### src/rtl/gb_cpu_interrupt_ctrl.sv
// Purpose: gb_cpu interrupt controller (IE/IF, IME with delayed EI, fixed-priority dispatch, HALT wake).
// Latency: request raised one cycle after IME & pending; dispatch runs DISPATCH_CYCLES cycles after ack.
// Backpressure: int_req_o holds until the scheduler acks or IME drops; acks outside REQ are ignored.
module gb_cpu_interrupt_ctrl #(
  parameter int         NUM_IRQ         = 5,
  parameter logic [7:0] VEC_BASE        = 8'h40,
  parameter logic [7:0] VEC_STRIDE      = 8'h08,
  parameter int         EI_DELAY        = 1,
  parameter int         DISPATCH_CYCLES = 5
) (
  input  logic               clk,
  input  logic               reset,
  input  logic [NUM_IRQ-1:0] irq_i,
  input  logic               ie_wr_i,
  input  logic               if_wr_i,
  input  logic [7:0]         wr_data_i,
  output logic [7:0]         ie_o,
  output logic [7:0]         if_o,
  input  logic               ei_i,
  input  logic               di_i,
  input  logic               reti_i,
  input  logic               halted_i,
  output logic               wake_o,
  output logic               int_req_o,
  input  logic               int_ack_i,
  output logic [15:0]        int_vector_o,
  output logic               dispatch_o,
  output logic               dispatch_done_o,
  output logic               ime_o
);

  typedef enum logic [1:0] {
    ST_IDLE     = 2'd0,
    ST_REQ      = 2'd1,
    ST_DISPATCH = 2'd2
  } state_t;

  state_t               r_state;
  state_t               w_state_nxt;
  logic [7:0]           r_ie;
  logic [NUM_IRQ-1:0]   r_if;
  logic                 r_ime;
  logic [1:0]           r_ei_cnt;
  logic [2:0]           r_disp_cnt;
  logic [15:0]          r_vec;

  logic [NUM_IRQ-1:0]   w_pending;
  logic [NUM_IRQ-1:0]   w_ie_eff;
  logic [NUM_IRQ-1:0]   w_if_eff;
  logic [NUM_IRQ-1:0]   w_ack_pend;
  logic [NUM_IRQ-1:0]   w_ack_oh;
  logic [2:0]           w_ack_sel;
  logic                 w_ack_any;
  logic                 w_ack;
  logic                 w_in_disp;
  logic                 w_disp_last;
  logic [7:0]           w_vec_lo;
  logic [NUM_IRQ-1:0]   w_if_nxt;
  logic [7:0]           w_if_rd;
  logic                 w_req;
  logic                 w_unused_halted;

  // HALT is resolved by the scheduler from wake_o; the controller itself never looks at it.
  assign w_unused_halted = halted_i;

  assign w_pending   = r_ie[NUM_IRQ-1:0] & r_if;
  assign w_in_disp   = (r_state == ST_DISPATCH);
  assign w_disp_last = w_in_disp && (r_disp_cnt == 3'(DISPATCH_CYCLES));
  assign w_ack       = (r_state == ST_REQ) && int_ack_i && r_ime && !di_i;

  // The ack sees IE/IF as they will be after a same-cycle write, so a write that
  // empties pending in the ack cycle yields the null vector and clears nothing.
  assign w_ie_eff   = ie_wr_i ? wr_data_i[NUM_IRQ-1:0] : r_ie[NUM_IRQ-1:0];
  assign w_if_eff   = if_wr_i ? wr_data_i[NUM_IRQ-1:0] : r_if;
  assign w_ack_pend = w_ie_eff & w_if_eff;
  assign w_ack_any  = |w_ack_pend;

  // Fixed priority: lowest set index wins, so scan downward and let the last hit stand.
  always_comb begin
    w_ack_sel = 3'd0;
    w_ack_oh  = '0;
    for (int i = NUM_IRQ - 1; i >= 0; i--) begin
      if (w_ack_pend[i]) begin
        w_ack_sel   = 3'(i);
        w_ack_oh    = '0;
        w_ack_oh[i] = 1'b1;
      end
    end
  end

  // Vector arithmetic deliberately wraps at 8 bits.
  assign w_vec_lo = VEC_BASE + ({5'd0, w_ack_sel} * VEC_STRIDE);

  // IF next value: software write, then ack clear, then hardware sets win last.
  always_comb begin
    w_if_nxt = w_if_eff;
    if (w_ack && w_ack_any) begin
      w_if_nxt = w_if_nxt & ~w_ack_oh;
    end
    w_if_nxt = w_if_nxt | irq_i;
  end

  // Unimplemented IF bits read back as 1.
  always_comb begin
    w_if_rd              = 8'hFF;
    w_if_rd[NUM_IRQ-1:0] = r_if;
  end

  // Next-state and request decode for the dispatch FSM.
  always_comb begin
    w_state_nxt = r_state;
    w_req       = 1'b0;
    case (r_state)
      ST_IDLE: begin
        if (r_ime && (|w_pending)) begin
          w_state_nxt = ST_REQ;
        end
      end
      ST_REQ: begin
        w_req = 1'b1;
        if (di_i || !r_ime) begin
          w_state_nxt = ST_IDLE;
        end else if (int_ack_i) begin
          w_state_nxt = ST_DISPATCH;
        end
      end
      ST_DISPATCH: begin
        if (w_disp_last) begin
          w_state_nxt = ST_IDLE;
        end
      end
      default: w_state_nxt = ST_IDLE;
    endcase
  end

  // FSM state register; reset aborts any dispatch without a done pulse.
  always_ff @(posedge clk) begin
    if (!reset) begin
      r_state <= ST_IDLE;
    end else begin
      r_state <= w_state_nxt;
    end
  end

  // Dispatch cycle counter: 1 on the first dispatch cycle, up to DISPATCH_CYCLES.
  always_ff @(posedge clk) begin
    if (!reset) begin
      r_disp_cnt <= 3'd0;
    end else if (w_ack) begin
      r_disp_cnt <= 3'd1;
    end else if (w_disp_last) begin
      r_disp_cnt <= 3'd0;
    end else if (w_in_disp) begin
      r_disp_cnt <= r_disp_cnt + 3'd1;
    end
  end

  // Vector captured at ack; null when the pending set emptied in the ack cycle.
  always_ff @(posedge clk) begin
    if (!reset) begin
      r_vec <= 16'h0000;
    end else if (w_ack) begin
      r_vec <= w_ack_any ? {8'h00, w_vec_lo} : 16'h0000;
    end
  end

  // IE and IF registers.
  always_ff @(posedge clk) begin
    if (!reset) begin
      r_ie <= 8'h00;
      r_if <= '0;
    end else begin
      if (ie_wr_i) begin
        r_ie <= wr_data_i;
      end
      r_if <= w_if_nxt;
    end
  end

  // IME: DI beats everything, ack disarms, EI arms a countdown that does not restart.
  always_ff @(posedge clk) begin
    if (!reset) begin
      r_ime    <= 1'b0;
      r_ei_cnt <= 2'd0;
    end else if (di_i || w_ack) begin
      r_ime    <= 1'b0;
      r_ei_cnt <= 2'd0;
    end else begin
      if (r_ei_cnt != 2'd0) begin
        if (r_ei_cnt == 2'd1) begin
          r_ime <= 1'b1;
        end
        r_ei_cnt <= r_ei_cnt - 2'd1;
      end else if (ei_i && !w_in_disp) begin
        if (EI_DELAY == 0) begin
          r_ime <= 1'b1;
        end else begin
          r_ei_cnt <= 2'(EI_DELAY);
        end
      end
      if (reti_i && !w_in_disp) begin
        r_ime <= 1'b1;
      end
    end
  end

  assign ie_o            = r_ie;
  assign if_o            = w_if_rd;
  assign wake_o          = |w_pending;
  assign int_req_o       = w_req;
  assign int_vector_o    = r_vec;
  assign dispatch_o      = w_in_disp;
  assign dispatch_done_o = w_disp_last;
  assign ime_o           = r_ime;

endmodule

### config.mk
export PLATFORM = sky130hd
export DESIGN_NAME = gb_cpu_interrupt_ctrl
export DESIGN_NICKNAME = d
export VERILOG_FILES = /design/src/rtl/gb_cpu_interrupt_ctrl.sv
export SDC_FILE = /design/constraint.sdc
export NUM_CORES = 1
export LEC_CHECK = 0
export CAP_MARGIN = 25
export CELL_PAD_IN_SITES_DETAIL_PLACEMENT = 0
export CELL_PAD_IN_SITES_GLOBAL_PLACEMENT = 1
export CORE_MARGIN = 2
export CORE_UTILIZATION = 28
export DETAILED_ROUTE_END_ITERATION = 8
export GPL_TIMING_DRIVEN = 0
export PLACE_DENSITY_LB_ADDON = 0.2
export SLEW_MARGIN = 20
export SYNTH_ARGS = -nofsm -noshare
export SYNTH_HDL_FRONTEND = slang
export SYNTH_SLANG_ARGS = --single-unit
### constraint.sdc
create_clock -name clk -period 1.3 [get_ports clk]
set_input_delay 0.39 -clock clk [delete_from_list [all_inputs] [get_ports clk]]
set_output_delay 0.39 -clock clk [all_outputs]
set_load 0.005 [all_outputs]
==> results of run 1 <==
==> per-stage QoR <==
stage               area, sq um  power [mW]  setup TNS [ns]  worst slack (ns)  util, %
floorplan                  1520        1.08         -0.0459           -0.0459        -
global placement           2010        1.25          -12.09            -0.761     40.0
detailed placement         2010        1.26          -12.57            -0.780     40.0
CTS                        2260        1.74           -1.01            -0.404     44.9
global route               2370        1.85           -2.17            -0.474     47.0
finish                     2370        1.75           -1.28            -0.404     47.0
==> flip-flops by register name, indices dropped and copies added (netlist names) <==
name / count
int_vector_o: 4
r_state: 2
r_disp_cnt: 3
r_ei_cnt: 2
r_if: 5
ie_o: 8
ime_o: 1
==> area by class of cell <==
class                           count  share of cell area, %
Inverter                            3                  0.581
Multi-Input combinational cell    117                   40.5
Timing Repair Buffer               64                   22.7
Sequential cell                    25                   22.7
Clock buffer                        3                   1.74
Tap cell                           70                   3.70
Buffer                             21                   7.87
Clock inverter                      1                  0.211
==> worst max-delay path by stage <==
stage                        from  cells past startpoint  slack (ns)  endpoint
final                     r_if[1]                      3       -0.40    wake_o
after detailed placement  if_wr_i                      6       -0.78   r_if[4]
after global routing      r_if[1]                      3       -0.47    wake_o
after global placement    if_wr_i                      6       -0.76   r_if[4]
after CTS                 ie_o[1]                      3       -0.40    wake_o
after floorplan           ie_wr_i                      5       -0.05   r_if[3]
==> per-layer routing <==
layer / GRT usage (%) / vias up
met2: 27.5 / 37
met5: 0 / -
met4: 3.51 / 0
met3: 2.25 / 2
met1: 17.1 / 639
li1: - / 679
==> cell families (layout without fill, tap and decap cells) <==
| logic type | after synthesis | after routing | share of synthesized area [%] |
|---|---|---|---|
| adders and majority gates | 2 | 2 | 1.74 |
| buffers and inverters | 24 | 92 | 12.3 |
| other | 2 | 15 | 0.521 |
| AOI/OAI and AO/OA | 41 | 41 | 24.5 |
| DFF | 25 | 25 | 34.8 |
| and+or+nand+nor | 46 | 46 | 16.9 |
| muxes | 13 | 13 | 9.38 |
==> synth_stat cells, drive strengths merged, types with 3 or more instances <==
cell,instances,area [sq um]
nor3,4,20.0
nand2,12,45.0
a21oi,3,15.0
a21boi,4,30.0
mux2,4,45.0
inv,3,11.3
o22a,3,27.5
nor2,9,33.8
mux2i,9,90.1
and3,3,18.8
nor2b,8,50.1
a31oi,3,18.8
dfxtp,25,500
o22ai,3,31.3
o21a,3,22.5
buf,19,158
o21ai,10,53.8
==> power by group through the flow <==
stage / registers [mW] / clock network, mW / logic [mW]
after detailed placement: 0.846 / 0 / 0.414
final: 0.817 / 0.448 / 0.487
after global placement: 0.844 / 0 / 0.409
after global routing: 0.821 / 0.503 / 0.531
after floorplan: 0.842 / 0 / 0.240
after CTS: 0.820 / 0.470 / 0.447
==> what timing repair did <==
action / CTS / global route
pin swaps: 15 / 10
buffers inserted: 17 / 6
gates resized for setup: 104 / 19
setup endpoints to repair: 44 / 20
==> run_results.csv, run 1 <==
group,metric,value,unit
drt,post-route-drc-count,0,
clock_network,clk-insertion-delay-late,0.26,ns
finish,final_cell_mix,"buf_4, dlygate4sd2_1, conb_1, dfxtp_2, clkdlybuf4s50_1",
clock_network,clk_pin_slew,0.09,ns
global_route,grt_use_total,14.6,%
sta,hold-worst-slack,0.458,ns
drt,drtIter0Drc,37,
finish,final_common_cell,"buf_4",
drt,dr_wl_met2,2160,um
global_route,antenna_found_initial,0,
power_and_ir_drop,ir_drop,0.000446,V
clock_network,numCtsBuffers,3,
synthesis,ys_seq_area_share,34.8,%
die,io_pins,59,
place,gp_congestion,0.719,
sta,skew,0.00276,ns
critical_path,start_kind,"flop",
global_route,grt_max_degree,15,
status,violations,"setup timing",
critical_path,rr_worst_depth,6,
finish,drive_gt1_share,47.0,%
power_and_ir_drop,p_switching,462,uW
synthesis,ys_warn_count,0,
clock_network,htree_levels,1,
die,core_area,0.00504,sq mm
die,die_area,0.00573,sq mm
finish,area_growth,64.5,%
synthesis,async_flop_share,0,%
synthesis,synth_edf_count,0,
critical_path,path_cells,"a222oi_1 -> nand2_1 -> buf_2",
critical_path,cp.arrival,1.31,ns
power_and_ir_drop,switching_share,26.4,%
drt,viasPerCell,4.46,
drt,drt_wl_total,4070,um
sta,setup_viol,14,
critical_path,reg2reg_setup_slack,-0.14,ns
place,hpwl,2930,um
synthesis,avgSynthCellArea,9.41,sq um
place,place.port_buffers,41,
drt,vias,1357,
worst_hold_path,min_from,"r_state[1]",
place,placedCellCount,277,
critical_path,crit_family,"compound AO/OA/AOI/OAI gates",
sta,fin_ws,-0.404,ns
critical_path,cp_slowest_cell,"a222oi_1",
drt,wl_met1,1670,um
critical_path,worst_path_largest_cell_delay,0.42,ns
clock_network,hold_buffers,0,
critical_path,path_class,"reg2out",
power_and_ir_drop,p_leak,1.04,nW
drt,top_layer,"met4",
sta,maxSlewViolCount,0,
die,start_util,28.6,%
synthesis,ys.flop_type,"dfxtp_1",
die,die_h,75.7,um
drt,wl_per_cell,13.4,um
worst_hold_path,hp-class,"reg2reg",
synthesis,synthDistinctLibCells,44,
clock_network,cts_tree,"done",
sta,finalCritPeriodShare,131,%
critical_path,cp_max_fo,2,
power_and_ir_drop,intPower,1.29,mW
sta,fmax,0.587,GHz
die,die_width,75.7,um
sta,min_period,1.70,ns
global_route,grt_pass1_wl,6360,um
power_and_ir_drop,p_clk_share,25.6,%
synthesis,postSynthCellCount,153,
global_route,overflow,0,
global_route,grt_pass1_vias,1409,
run,cap_violations,0,
die,num_rows,26,
clock_network,clock_path_buffers,2,
worst_hold_path,hold_depth,1,
power_and_ir_drop,seqPwrFrac,46.6,%
finish,insertedDiodeCount,0,
drt,drtAntennaViolNets,0,
synthesis,synth-seq-cells,25,
finish,fillerInstances,518,
critical_path,end_kind,"primary output",
worst_hold_path,worstHoldEndpoint,"r_state[0]",
clock_network,cts_root_buf,"clkbuf_8",
status,status,"finished, violations left",
finish,nets,259,
power_and_ir_drop,p_per_area,740,mW/mm^2
critical_path,reg2reg_from,"ie_o[2]",
finish,layout.cells.non_filler,304,
drt,drt_first_pass_iters,4,
critical_path,path_buf_inv,1,
clock_network,clock_sinks,25,
drt,dr_wl_met3,217,um
sta,grt_setup_unrepaired,"true",
sta,final-hold-violation-count,0,
synthesis,synth_area,0.00144,sq mm
critical_path,r2r-end,"r_if[3]",
power_and_ir_drop,p_comb_share,27.8,%
finish,seqCellArea,538,sq um
critical_path,required,0.91,ns
finish,multiInputGateArea,958,sq um
Power figures use the tool's default switching activity.
==> inputs of run 2 (changes only) <==
--- a/config.mk
+++ b/config.mk
@@ -13,6 +13,7 @@
 export DETAILED_ROUTE_END_ITERATION = 8
 export GPL_TIMING_DRIVEN = 0
 export PLACE_DENSITY_LB_ADDON = 0.2
+export SETUP_SLACK_MARGIN = 0.15
 export SLEW_MARGIN = 20
 export SYNTH_ARGS = -nofsm -noshare
 export SYNTH_HDL_FRONTEND = slang
==> run 2 against run 1 <==
Against the previous run: the flow still finishes with violations (setup timing); die area unchanged; clock power increased by 7.1%; cell count increased by 4.9%; sequential share of layout area decreased by 2.2 points; highest routed layer unchanged; register-to-register slack got worse by 0.04 ns; non-clock buffer count increased by 15; fmax increased by 2.8%; global-route usage increased by 0.52 points; core utilization increased by 5.0 points; sequential cell count unchanged; total power increased by 6.9%; critical path depth unchanged.
==> run_results.csv, run 2 (synthesis results as in run 1) <==
group,metric,value,unit
clock_network,clk-insertion-delay-late,0.27,ns
finish,drive_gt1_share,59.0,%
sta,hold-worst-slack,0.455,ns
finish,final_cell_mix,"buf_6, buf_4, dfxtp_2",
global_route,grt_use_total,15.1,%
critical_path,r2r-end,"r_if[3]",
clock_network,clk_pin_slew,0.09,ns
worst_hold_path,hp-class,"reg2reg",
finish,fillerInstances,460,
run,cap_violations,0,
critical_path,reg2reg_from,"ie_o[2]",
critical_path,rr_worst_depth,6,
die,die_width,75.7,um
critical_path,cp.arrival,1.27,ns
critical_path,cp_max_fo,4,
clock_network,hold_buffers,0,
power_and_ir_drop,p_leak,1.15,nW
power_and_ir_drop,p_per_area,715,mW/mm^2
global_route,grt_max_degree,14,
drt,vias,1396,
sta,fin_ws,-0.358,ns
worst_hold_path,worstHoldEndpoint,"r_state[0]",
finish,insertedDiodeCount,0,
critical_path,start_kind,"flop",
die,io_pins,59,
drt,viasPerCell,4.38,
die,die_h,75.7,um
sta,skew,0.00123,ns
global_route,antenna_found_initial,0,
sta,setup_viol,16,
status,status,"finished, violations left",
sta,finalCritPeriodShare,128,%
worst_hold_path,hold_depth,1,
drt,post-route-drc-count,0,
global_route,grt_pass1_vias,1300,
sta,min_period,1.66,ns
place,place_ws,-0.803,ns
critical_path,required,0.91,ns
clock_network,clock_sinks,25,
drt,wl_per_cell,13.6,um
clock_network,htree_levels,1,
worst_hold_path,min_from,"r_state[1]",
finish,final_area,0.00262,sq mm
die,num_rows,26,
die,core_area,0.00504,sq mm
finish,largest_reg_flops,8,
place,place_area,0.00203,sq mm
power_and_ir_drop,ir_drop,0.000444,V
place,hpwl,2840,um
clock_network,cts_tree,"done",
global_route,overflow,0,
die,die_area,0.00573,sq mm
drt,drt_first_pass_iters,4,
clock_network,cts_root_buf,"clkbuf_8",
status,violations,"setup timing",
sta,grt_setup_unrepaired,"true",
sta,maxSlewViolCount,0,
die,start_util,28.6,%
sta,final-hold-violation-count,0,
drt,drt_wl_total,4330,um
global_route,grt_pass1_wl,6410,um
critical_path,reg2reg_setup_slack,-0.18,ns
critical_path,path_class,"reg2out",
drt,drtIter0Drc,46,
finish,area_growth,81.8,%
critical_path,end_kind,"primary output",
drt,drtAntennaViolNets,0,
place,gp_congestion,0.756,
sta,setup_tns,-1.47,ns
finish,nets,274,
place,place.port_buffers,41,
finish,final_common_cell,"buf_6",
clock_network,clock_path_buffers,2,
sta,fmax,0.603,GHz
clock_network,numCtsBuffers,3,
==> run 2: changes by cell type in the layout (fill, tap and decap cells not counted), sizes merged <==
| cell | previous run | this run |
|---|---|---|
| clkinv | 1 | 0 |
| dlygate4sd2 | 20 | 7 |
| clkdlybuf4s15 | 1 | 0 |
| buf | 50 | 80 |
==> run 2: power by group <==
group          internal, mW  switching [mW]
Sequential            0.796          0.0243
Combinational         0.337           0.236
Clock                 0.220           0.260
==> run 2: worst max path at each step <==
stage | start | endpoint | slack [ns]
after floorplan | ie_wr_i | r_if[3] | -0.04
after global placement | if_wr_i | r_if[3] | -0.77
after detailed placement | if_wr_i | r_if[3] | -0.80
after CTS | ie_o[1] | wake_o | -0.34
after global routing | r_if[1] | wake_o | -0.40
final | ie_o[0] | wake_o | -0.36
==> run 2: repair_timing <==
item	in CTS	in global routing
pin swaps	18	23
setup buffers	27	11
resized for setup	179	22
endpoints found under the setup margin	44	32
==> run 2: per-stage QoR <==
step | utilization [%] | total power [mW] | std cells
final | 51.9 | 1.87 | 319
after global routing | 51.9 | 1.97 | 319
after CTS | 48.1 | 1.82 | 308
after detailed placement | 40.3 | 1.26 | 277
after global placement | 40.3 | 1.26 | 277
after floorplan | - | 1.09 | 166
==> run 2: critical path, stage by stage, from the launching register on <==
cell and delay (ns):
dfxtp_4 0.36, a222oi_1 0.30, nand2_1 0.17, buf_2 0.16
==> run 2: metal layers <==
metal | up-vias | track usage, % | wire, um
li1 | 702 | - | -
met1 | 654 | 19.7 | 1830
met2 | 36 | 25.7 | 2240
met3 | 4 | 2.25 | 222
met4 | 0 | 4.68 | 38
met5 | - | 0 | 0
==> run 2: area by class of cell <==
cell class	count	area, sq um	share of cell area, %
plain buffers	21	195	7.45
clock buffers	4	45.0	1.72
inverters	3	13.8	0.526
multi-input cells	117	998	38.1
flip-flops and latches	25	538	20.5
well taps	70	87.6	3.34
repair buffers	79	741	28.3
